**src/rtl/cr_lz77_comp_ti_match_sel.sv**
```systemverilog
// Purpose: capture per-cycle match candidates from the x16 match tile, decode thermometers,
//          select the best length/offset and hand it to the collector through a small FIFO.
// Latency: 3 cycles from ti_vld to sel_vld when the FIFO is empty; backpressure via sel_rdy,
//          early sel_stall hint to the tile, results arriving at a full FIFO are dropped (sel_ovfl).
//
// Ports:
//   clk, rst        clock, synchronous active-high reset
//   ti_vld          candidate set valid this cycle
//   ti_fwd_therm    TRUNC_NUM packed thermometers (candidate i at [i*LONGL +: LONGL])
//   ti_offset       TRUNC_NUM packed offsets (candidate i at [i*LOG_TILE_DEPTH +: LOG_TILE_DEPTH])
//   ti_len4_ind     any bit set: length-4 match at candidate 0's offset
//   ti_len5_6_ind   3'b001 length 5, 3'b011 length 6, other nonzero codes illegal
//   flush           drop pipeline and FIFO contents (sticky flags kept)
//   sel_stall       tile must stop asserting ti_vld
//   sel_vld/sel_rdy result handshake, sel_len/sel_offset from FIFO head
//   sel_ovfl        sticky, a result was dropped
//   sel_err         sticky, illegal thermometer or len5_6 code seen

// Purpose: generic synchronous FIFO with first-word fall-through head.
// Latency: written entry visible at rd_dat the cycle after the write edge.
// Backpressure: writes while full are accepted only together with a read; caller handles drops.
module cr_lz77_comp_ti_match_sel_fifo #(
   parameter int WIDTH = 8,
   parameter int DEPTH = 4
) (
   input  logic                       clk,
   input  logic                       rst,
   input  logic                       clr,
   input  logic                       wr_en,
   input  logic [WIDTH-1:0]           wr_dat,
   input  logic                       rd_en,
   output logic [WIDTH-1:0]           rd_dat,
   output logic                       empty,
   output logic                       full,
   output logic [$clog2(DEPTH):0]     cnt
);
   localparam int PTR_W = $clog2(DEPTH);

   logic [WIDTH-1:0] mem [DEPTH];
   logic [PTR_W-1:0] wr_ptr;
   logic [PTR_W-1:0] rd_ptr;
   logic             do_wr;
   logic             do_rd;

   assign empty  = (cnt == '0);
   assign full   = (cnt == (PTR_W+1)'(DEPTH));
   assign do_rd  = rd_en && !empty;
   // A write into a full FIFO is legal only when the head leaves in the same cycle.
   assign do_wr  = wr_en && (!full || do_rd);
   assign rd_dat = mem[rd_ptr];

   always_ff @(posedge clk) begin
      if (do_wr) begin
         mem[wr_ptr] <= wr_dat;
      end
   end

   always_ff @(posedge clk) begin
      if (rst || clr) begin
         wr_ptr <= '0;
         rd_ptr <= '0;
         cnt    <= '0;
      end else begin
         if (do_wr) begin
            wr_ptr <= wr_ptr + 1'b1;
         end
         if (do_rd) begin
            rd_ptr <= rd_ptr + 1'b1;
         end
         case ({do_wr, do_rd})
            2'b10:   cnt <= cnt + 1'b1;
            2'b01:   cnt <= cnt - 1'b1;
            default: cnt <= cnt;
         endcase
      end
   end
endmodule

// Purpose: best-match selection for the x16 match tile output.
// Latency: 3 cycles ti_vld -> sel_vld (empty FIFO), one result per cycle sustained.
// Backpressure: sel_rdy holds the FIFO head; sel_stall warns the tile early; overflow drops and flags.
module cr_lz77_comp_ti_match_sel #(
   parameter int TRUNC_NUM      = 3,
   parameter int LOG_TILE_DEPTH = 4,
   parameter int LONGL          = 13,
   parameter int FIFO_DEPTH     = 4
) (
   input  logic                                clk,
   input  logic                                rst,
   input  logic                                ti_vld,
   input  logic [TRUNC_NUM*LONGL-1:0]          ti_fwd_therm,
   input  logic [TRUNC_NUM*LOG_TILE_DEPTH-1:0] ti_offset,
   input  logic [3:0]                          ti_len4_ind,
   input  logic [2:0]                          ti_len5_6_ind,
   input  logic                                flush,
   output logic                                sel_stall,
   output logic                                sel_vld,
   input  logic                                sel_rdy,
   output logic [4:0]                          sel_len,
   output logic [LOG_TILE_DEPTH-1:0]           sel_offset,
   output logic                                sel_ovfl,
   output logic                                sel_err
);
   localparam int PTR_W = $clog2(FIFO_DEPTH);
   localparam int OCC_W = PTR_W + 2;
   localparam int DAT_W = 5 + LOG_TILE_DEPTH;

   // ---------------- Stage 1: input capture ----------------
   logic                                s1_vld;
   logic [TRUNC_NUM*LONGL-1:0]          s1_therm;
   logic [TRUNC_NUM*LOG_TILE_DEPTH-1:0] s1_offset;
   logic [3:0]                          s1_len4;
   logic [2:0]                          s1_len56;

   always_ff @(posedge clk) begin
      if (rst) begin
         s1_vld    <= 1'b0;
         s1_therm  <= '0;
         s1_offset <= '0;
         s1_len4   <= '0;
         s1_len56  <= '0;
      end else begin
         s1_vld <= ti_vld && !flush;
         if (ti_vld && !flush) begin
            s1_therm  <= ti_fwd_therm;
            s1_offset <= ti_offset;
            s1_len4   <= ti_len4_ind;
            s1_len56  <= ti_len5_6_ind;
         end
      end
   end

   // ---------------- Stage 2: decode and select ----------------
   logic [4:0]                ones;
   logic                      run;
   logic [4:0]                cand_len;
   logic                      any_therm;
   logic                      therm_bad;
   logic                      len56_bad;
   logic [4:0]                short_len;
   logic [4:0]                best_len;
   logic [LOG_TILE_DEPTH-1:0] best_off;

   always_comb begin
      ones      = '0;
      run       = 1'b1;
      cand_len  = '0;
      any_therm = 1'b0;
      therm_bad = 1'b0;
      best_len  = '0;
      best_off  = s1_offset[LOG_TILE_DEPTH-1:0];
      for (int i = 0; i < TRUNC_NUM; i++) begin
         ones = '0;
         run  = 1'b1;
         // Count the run of ones from bit 0; any set bit after the first zero is a broken thermometer.
         for (int k = 0; k < LONGL; k++) begin
            if (s1_therm[i*LONGL + k]) begin
               if (run) begin
                  ones = ones + 5'd1;
               end else begin
                  therm_bad = 1'b1;
               end
            end else begin
               run = 1'b0;
            end
         end
         cand_len = '0;
         if (s1_therm[i*LONGL +: LONGL] != '0) begin
            any_therm = 1'b1;
            cand_len  = 5'd7 + ones;
         end
         // Strict compare keeps the lowest index on ties.
         if (cand_len > best_len) begin
            best_len = cand_len;
            best_off = s1_offset[i*LOG_TILE_DEPTH +: LOG_TILE_DEPTH];
         end
      end

      len56_bad = (s1_len56 != 3'b000) && (s1_len56 != 3'b001) && (s1_len56 != 3'b011);
      if (s1_len56 == 3'b011) begin
         short_len = 5'd6;
      end else if (s1_len56 == 3'b001) begin
         short_len = 5'd5;
      end else if (s1_len4 != 4'h0) begin
         short_len = 5'd4;
      end else begin
         short_len = 5'd0;
      end

      // Short matches only count when no long candidate exists; they always use candidate 0's offset.
      if (!any_therm) begin
         best_len = short_len;
         best_off = s1_offset[LOG_TILE_DEPTH-1:0];
      end
   end

   logic                      s2_vld;
   logic [4:0]                s2_len;
   logic [LOG_TILE_DEPTH-1:0] s2_off;

   always_ff @(posedge clk) begin
      if (rst) begin
         s2_vld  <= 1'b0;
         s2_len  <= '0;
         s2_off  <= '0;
         sel_err <= 1'b0;
      end else begin
         s2_vld <= s1_vld && !flush;
         s2_len <= best_len;
         s2_off <= best_off;
         if (s1_vld && (therm_bad || len56_bad)) begin
            sel_err <= 1'b1;
         end
      end
   end

   // ---------------- Result FIFO ----------------
   logic             fifo_wr;
   logic             fifo_rd;
   logic             fifo_empty;
   logic             fifo_full;
   logic [PTR_W:0]   fifo_cnt;
   logic [DAT_W-1:0] fifo_head;

   assign fifo_wr = s2_vld && !flush;
   assign fifo_rd = sel_vld && sel_rdy && !flush;

   cr_lz77_comp_ti_match_sel_fifo #(
      .WIDTH (DAT_W),
      .DEPTH (FIFO_DEPTH)
   ) u_fifo (
      .clk    (clk),
      .rst    (rst),
      .clr    (flush),
      .wr_en  (fifo_wr),
      .wr_dat ({s2_len, s2_off}),
      .rd_en  (fifo_rd),
      .rd_dat (fifo_head),
      .empty  (fifo_empty),
      .full   (fifo_full),
      .cnt    (fifo_cnt)
   );

   always_ff @(posedge clk) begin
      if (rst) begin
         sel_ovfl <= 1'b0;
      end else if (fifo_wr && fifo_full && !fifo_rd) begin
         sel_ovfl <= 1'b1;
      end
   end

   // Head is masked while empty so the outputs read zero out of reset and after a flush.
   assign sel_vld    = !fifo_empty;
   assign sel_len    = fifo_empty ? 5'd0 : fifo_head[DAT_W-1 -: 5];
   assign sel_offset = fifo_empty ? '0 : fifo_head[LOG_TILE_DEPTH-1:0];

   // Occupancy plus in-flight results; one slot of margin covers the tile's one-cycle reaction.
   logic [OCC_W-1:0] occ;
   assign occ       = OCC_W'(fifo_cnt) + OCC_W'(s1_vld) + OCC_W'(s2_vld);
   assign sel_stall = (occ >= OCC_W'(FIFO_DEPTH - 1));
endmodule

```
**config.mk**
```make
export PLATFORM = sky130hd
export DESIGN_NAME = cr_lz77_comp_ti_match_sel
export DESIGN_NICKNAME = d
export VERILOG_FILES = /design/src/rtl/cr_lz77_comp_ti_match_sel.sv
export SDC_FILE = /design/constraint.sdc
export NUM_CORES = 1
export LEC_CHECK = 0
export BUFFER_PORTS_ARGS = -buffer_cell sky130_fd_sc_hd__buf_4
export CORE_MARGIN = 1
export CORE_UTILIZATION = 50
export DETAILED_ROUTE_END_ITERATION = 6
export PLACE_DENSITY = 0.69
export SLEW_MARGIN = 20
export SYNTH_ARGS = -nofsm -noshare
export SYNTH_HDL_FRONTEND = slang
export SYNTH_SLANG_ARGS = --single-unit
```
**constraint.sdc**
```tcl
create_clock -name clk -period 11.8 [get_ports clk]
set_input_delay 0 -clock clk [delete_from_list [all_inputs] [get_ports clk]]
set_output_delay 0 -clock clk [all_outputs]
set_load 0.005 [all_outputs]
```
Yosys cells after proc, flatten, opt, wreduce, memory -nomap -nowiden. Memory sizes are Yosys's and may differ from the RTL's. A register that Yosys moved wholly into a read port is not among the register bits. Cells that the tools add are included.

Register bits: 78. Bits in writable memories: 36. Bits of input ports: 63. Output and inout bits: 13. Word-level logic and storage cells: 302. Memories: 1.

Memory list: u_fifo.mem (words 4, bits a word 9, read ports 1, clocked after Yosys merged registers in 1, write ports 1, line 39) `logic [WIDTH-1:0] mem [DEPTH];`.

Add/subtract/negate cells: 45. Magnitude comparators: 4. Equal/unequal tests: 7. Mux-type cells: 206. Reduce and logical (&&, ||, !) cells: 26.

Operators with widths (number): 5-bit 2-to-1 mux (80); 5-bit by 1-bit adder with 5-bit output (second input constant) (36); 1-bit 2-to-1 mux (116); 13-bit nonzero test (3); 4-bit 2-to-1 mux (4); 3-bit by 5-bit adder with 5-bit output (first input constant) (3); 1-bit logical AND (12); 5-bit greater-than comparator (2); 3-bit 2-to-1 mux (3); 3-bit case mux with 2 select lines (1); 5-bit by 1-bit greater-than comparator with 1-bit output (second input constant) (1); 2-bit by 1-bit adder with 2-bit output (second input constant) (2); 3-bit by 1-bit adder with 4-bit output (1); 4-bit by 1-bit adder with 4-bit output (1); 4-bit by 2-bit greater-or-equal comparator with 1-bit output (second input constant) (1); 1-bit zero test (4); 2-bit 2-to-1 mux (2); 4-bit nonzero test (1); 3-bit by 1-bit adder with 3-bit output (second input constant) (1); 3-bit by 1-bit equality test with 1-bit output (second input constant) (1); 3-bit by 2-bit equality test with 1-bit output (second input constant) (1); 3-bit equality test (second input constant) (1); 3-bit zero test (1); 1-bit logical OR (3); other kinds (7) (7).

Logic depth before layout (Yosys ltp).
Depth in word-level cells: 75. Gate-level depth with buffers: 58.

Modules after synthesis. A second synthesis with hierarchy kept.

Cells, all modules: 1014. Area, all modules: 8428.1 um^2.

By module, submodules not included: cr_lz77_comp_ti_match_sel (instances 1, cells each 911, area each 6640.1 um^2, sequential area each 1421.4 um^2); cr_lz77_comp_ti_match_sel_fifo (instances 1, cells each 103, area each 1788.0 um^2, sequential area each 1261.2 um^2).

Least setup slack after synthesis. No wires, ideal clock.

Kind: flip-flop to flip-flop. Start: reg s1_therm[0]. End: reg s2_off[3]. Arrival time: 10.174 ns. Required time: 11.669 ns. Path slack: 1.495 ns. Stages on the path, launching flop included: 57. Buffers on the path: 1. Cells stage by stage: dfxtp_1 buf_2 nand2_2 inv_1 ha_1 mux2i_1 inv_1 ha_1 nand2_1 a31oi_1 ha_1 nand2_1 nand2_1 ha_1 mux2_2 nand2_1 nand2_1 ha_1 [21 not listed] ha_1 o21a_1 o21a_1 o21ai_0 nor2b_1 a31oi_1 nor2_1 a21oi_1 ha_1 nor2b_1 o21a_1 o21ai_0 nand2b_1 a21oi_1 a31oi_2 or3b_2 a21oi_1 nor3_1.

Cells in the longest elaborated chain, start to end: 46. Elaborated cells on any way between the ends: 63. Classes of those cells: add/sub (13); order compare (3); mux (46); reduce/logical (1).

Ends and longest elaborated chain: start: declaration (line 110) `logic [TRUNC_NUM*LONGL-1:0] s1_therm;`; start signal: assignment (line 125) `s1_therm <= ti_fwd_therm;`; 1-bit 2-to-1 mux (line 157) `if (s1_therm[i*LONGL + k]) begin`; 5-bit by 1-bit adder with 5-bit output (line 159) `ones = ones + 5'd1;`; 5-bit 2-to-1 mux (line 158) `if (run) begin`; 5-bit 2-to-1 mux (line 157); 5-bit by 1-bit adder with 5-bit output (line 159); 5-bit 2-to-1 mux (line 158); 5-bit 2-to-1 mux (line 157); 5-bit by 1-bit adder with 5-bit output (line 159); [30 not listed]; 5-bit 2-to-1 mux (line 168) `if (s1_therm[i*LONGL +: LONGL] != '0) begin`; 5-bit by 1-bit greater-than comparator with 1-bit output (line 173) `if (cand_len > best_len) begin`; 5-bit 2-to-1 mux (line 173); 5-bit greater-than comparator (line 173); 5-bit 2-to-1 mux (line 173); 5-bit greater-than comparator (line 173); 4-bit 2-to-1 mux (line 173); 4-bit 2-to-1 mux * (line 191) `if (!any_therm) begin`; end signal: assignment (line 210) `s2_off <= best_off;`; end: declaration (line 199) `logic [LOG_TILE_DEPTH-1:0] s2_off;`.

Mark *: on every way between the ends. The rest lies on a longest branch, timed or not. A chain may end at the register's enable or synchronous reset.

Worst setup path after layout.
Start: reg s1_therm[13]. End: reg s2_off[3].

Cells in the longest elaborated chain, start to end: 44. Elaborated cells on any way between the ends: 60. Classes of those cells: add/sub (13); order compare (2); mux (44); reduce/logical (1).

Ends and longest elaborated chain: 1-bit 2-to-1 mux (line 157); 5-bit by 1-bit adder with 5-bit output (line 159); 5-bit 2-to-1 mux (line 158); 5-bit 2-to-1 mux (line 157); 5-bit by 1-bit adder with 5-bit output (line 159); 5-bit 2-to-1 mux (line 158); 5-bit 2-to-1 mux (line 157); 5-bit by 1-bit adder with 5-bit output (line 159); [28 not listed]; 5-bit 2-to-1 mux (line 157); 3-bit by 5-bit adder with 5-bit output (line 170) `cand_len = 5'd7 + ones;`; 5-bit 2-to-1 mux (line 168); 5-bit greater-than comparator (line 173); 5-bit 2-to-1 mux (line 173); 5-bit greater-than comparator (line 173); 4-bit 2-to-1 mux (line 173); 4-bit 2-to-1 mux * (line 191).

Marks and branches as above.

==> metrics.csv <==
stage,metric,value,unit
status,status,"complete, no violations",
power,Clock Power Share,0.445,
placement,routability congestion estimate,0.9323,
placement,pre-CTS setup slack,0.4460,ns
clock_network,"Clk pin slew, worst setup/hold paths",0.06,ns
critical_path,CP max FO,10,
timing,Finish-stage setup viols,0,
power,net switching power,0.0003583,W
synthesis,Synth Area in Simple Gates,0.2540,
timing,clk_skew,0.01369,ns
placement,dpl hpwl,15.15,mm
timing,Least-Margin Pin Slew,0.8757,ns
grt,gr usage total,0.2566,
synthesis,asr flop ratio synth,0,
critical_path,Worst Path Required,12.07,ns
synthesis,area of the mapped netlist,8655,um^2
grt,global-route wire length before repair,36.45,mm
critical_path,Crit Path Category,register to register,
floorplanning,I/O pin total,76,
worst_hold_path,Hold Crit Class,input pin to register,
grt,grt ovf,0,
drt,average wire per standard cell,15.85,um
synthesis,"area leader, netlist",dfxtp_1,
synthesis,Syn Nets,1169,
layout,fillers,1378,
clock_network,total CTS buffers,17,
critical_path,Critical Path Slowest Stage Cell,or3b_2,
layout,footprint of the multi-input gates,5622,um^2
synthesis,library cells used by synthesis,91,
synthesis,Yosys reg bits,116,
critical_path,critical path arrival,11.31,ns
synthesis,register area share after synthesis,0.3100,
drt,via count,8041,
synthesis,most area-consuming cells after synthesis,"dfxtp_1, edfxtp_1, nand2_1",
layout,share of layout cells above drive strength 1,0.1543,
critical_path,Worst R2R Setup Slack,0.75,ns
floorplanning,Die Wd,133.6,um
clock_network,Worst-Skew Late Latency,0.42,ns
clock_network,clk sink count,116,
layout,Storage cell area,2686,um^2
placement,placed inst area,9274,um^2
critical_path,Critical path buffers and inverters,5,
synthesis,synth cell count leaders,"nand2_1, a21oi_1, dfxtp_1",
layout,"non-filler cells, final",1406,
synthesis,Yosys top cell area share,0.1851,
job,Max Cap Violations,0,
timing,Final Critical Period,11.05,ns
layout,layout net count,1287,
layout,area grow syn2layout,24.14,%
layout,post-route cell area,10740,um^2
synthesis,main flop type after synthesis,dfxtp_1,
floorplanning,core box area,16760,um^2
timing,final cycle utilization of the critical path,0.9361,
timing,"Worst Setup Slack, final",0.7539,ns
critical_path,CP Capture Type,register,
placement,# port buffers,75,
power,Comb pwr share,0.201,
clock_network,TritonCTS clock tree,built,
timing,RSZ-0062 raised after global routing,false,
drt,routed wire length,22.28,mm
drt,routed vias/inst,5.719,
power,P_int,0.0009565,W
floorplanning,Die Span Y,133.6,um
timing,setup TNS,0,ns
critical_path,CP Launch Type,register,
clock_network,CTS HTree Levels,4,
timing,"Hold Vio Cnt, Final",0,
synthesis,Post-synth EDFFs,36,
synthesis,top-count cell post-synth,nand2_1,
synthesis,Ys Warns,0,
placement,placed cell count,1300,
synthesis,mux contribution to synthesized area,0.08718,
synthesis,main combinational cell family by area after synthesis,simple AND/OR/NAND/NOR gates,
critical_path,Critical Path Most Common Cell,ha_1,
grt,initial antenna violation count,0,
critical_path,"delay-heaviest family, CP",adder cells,
drt,DRC viols,0,
floorplanning,die area,17840,um^2
synthesis,Syn Inst Count,1055,
power,sequential power share,0.354,
synthesis,post-synthesis xor/xnor area fraction,0.05205,
floorplanning,FP Rows,47,
timing,Max Clock Freq,0.09053,GHz
power,Static Leak,4.290,nW
layout,n_diodes,0,
floorplanning,starting density of the core,0.5164,
grt,number of global-route vias before repair,7521,
timing,Slew HR,0.4149,
synthesis,syn_area_per_cell,8.203,um^2
drt,DRT iter0 DRCs,507,
power,Switching Share,0.2725,
timing,count of pins over their slew limit,0,
clock_network,CTS max path bufs,2,
synthesis,Adder-Cell Fraction of Synth Area,0.07547,
layout,post-layout util,0.6411,
drt,"antenna viol nets, final",0,
synthesis,Synth Area in Compound Gates,0.1728,
drt,router iterations before antenna repair,6,
critical_path,"slowest stage delay, CP",0.46,ns
power,worst vdd ir,0.1132,mV
power,P per Cell Area,122.4,nW/um^2
grt,largest net degree at the start of global routing,70,
clock_network,clock root cell,clkbuf_16,
worst paths after layout:
kind | startpoint | end | depth (start not counted)
hold / removal | flush | u_fifo.cnt[1]$_SDFFE_PP0P_ | 3
setup / recovery | s1_therm[13]$_SDFFE_PP0P_ | s2_off[3]$_SDFF_PP0_ | 57
setup reg to reg | s1_therm[13]$_SDFFE_PP0P_ | s2_off[3]$_SDFF_PP0_ | 57
hold reg to reg | s1_offset[6]$_SDFFE_PP0P_ | s1_offset[6]$_SDFFE_PP0P_ | 2
cells in the final DEF (no fill, tap or decap), types with 4 or more instances in the layout:
master | netlist | layout
dlygate4sd3_1 | 0 | 73
xor2_1 | 16 | 16
bufinv_16 | 0 | 5
o21ai_0 | 45 | 44
inv_1 | 41 | 41
nand3b_1 | 7 | 7
clkbuf_16 | 0 | 18
dfxtp_1 | 80 | 77
and3_2 | 4 | 4
a211oi_1 | 10 | 10
nand2_1 | 191 | 190
a21o_1 | 4 | 4
nor2_1 | 70 | 68
nand2_2 | 3 | 4
a31oi_1 | 11 | 10
mux2_2 | 14 | 14
or4_1 | 4 | 4
nand4_1 | 10 | 10
o211ai_1 | 8 | 8
o31ai_1 | 4 | 4
mux2i_1 | 35 | 33
nor2b_1 | 21 | 20
nor4_1 | 11 | 11
and2_1 | 16 | 16
o21a_1 | 9 | 9
xnor2_1 | 23 | 23
mux4_2 | 9 | 9
buf_4 | 3 | 81
edfxtp_1 | 36 | 36
nand3_1 | 27 | 27
o2111ai_1 | 5 | 5
a21boi_0 | 7 | 7
nand2b_1 | 10 | 10
a21oi_1 | 102 | 102
nor3_1 | 18 | 15
ha_1 | 49 | 49
a22oi_1 | 4 | 4
and3b_1 | 5 | 5
and3_1 | 20 | 20
cell families after synthesis:
group	Yosys count
XOR/XNOR	44
AO/OA/AOI/OAI	241
multiplexers	61
AND/OR/NAND/NOR	446
buffers and inverters	96
adder cells (fa/ha/maj)	51
flip-flops	116
worst reg2reg max path: cells and delay by family, from the launching register on:
| family | cells | cell delay (ns) |
|---|---|---|
| adder cells (fa/ha/maj) | 13 | 3.68 |
| AO/OA/AOI/OAI | 17 | 2.50 |
| buffers and inverters | 5 | 0.46 |
| flip-flops | 1 | 0.41 |
| AND/OR/NAND/NOR | 12 | 1.68 |
| multiplexers | 10 | 2.15 |
sequential cells by signal (all words and copies together) (netlist names), named ones only:
name	flops
s1_len56	3
sel_err	1
s1_offset	12
s1_len4	4
s2_len	5
s1_vld	1
u_fifo.cnt	3
s2_vld	1
s1_therm	39
sel_ovfl	1
s2_off	4
u_fifo.rd_ptr	2
u_fifo.mem	36
u_fifo.wr_ptr	2
layer usage:
metal | share of wire | vias up | track usage
met3 | 0.045 | 35 | 0.04871
met5 | 0 | - | 0
met1 | 0.46 | 3757 | 0.3328
met2 | 0.48 | 243 | 0.4294
li1 | - | 4006 | -
met4 | 0.016 | 0 | 0.08207
final cells by class:
| class | count | share of cell area |
|---|---|---|
| multi-input combinational | 843 | 0.5232 |
| sequential | 116 | 0.2500 |
| timing repair buffer | 154 | 0.1246 |
| clock buffer | 21 | 0.04390 |
| tap | 220 | 0.02562 |
| clock inverter | 11 | 0.01828 |
| inverter | 41 | 0.01432 |
power by group through the flow:
| stage | sequential, W | combinational, W | clock (W) |
|---|---|---|---|
| 6_report | 0.000466 | 0.000264 | 0.000585 |
| 5_1_grt | 0.000469 | 0.000293 | 0.000611 |
| 4_1_cts | 0.000465 | 0.000253 | 0.000593 |
| 3_5_place_dp | 0.000473 | 0.000232 | 0 |
| 3_3_place_gp | 0.000473 | 0.000226 | 0 |
| 2_1_floorplan | 0.000458 | 0.000178 | 0 |
per-stage QoR:
| step | total power, W | hold slack, ns |
|---|---|---|
| after floorplan | 0.0006356 | 0.1352 |
| after global placement | 0.0006990 | 0.2488 |
| after detailed placement | 0.0007048 | 0.2546 |
| after CTS | 0.001312 | 0.03433 |
| after global routing | 0.001372 | 0.07241 |
| final | 0.001315 | 0.05591 |
what timing repair did:
action	CTS	global route
gates resized for setup	0	14
setup endpoints to repair	0	9
endpoints found under the hold margin	60	0
hold buffers	73	0
buffers inserted	0	1
Note: power is estimated with default switching activity, not from simulation.
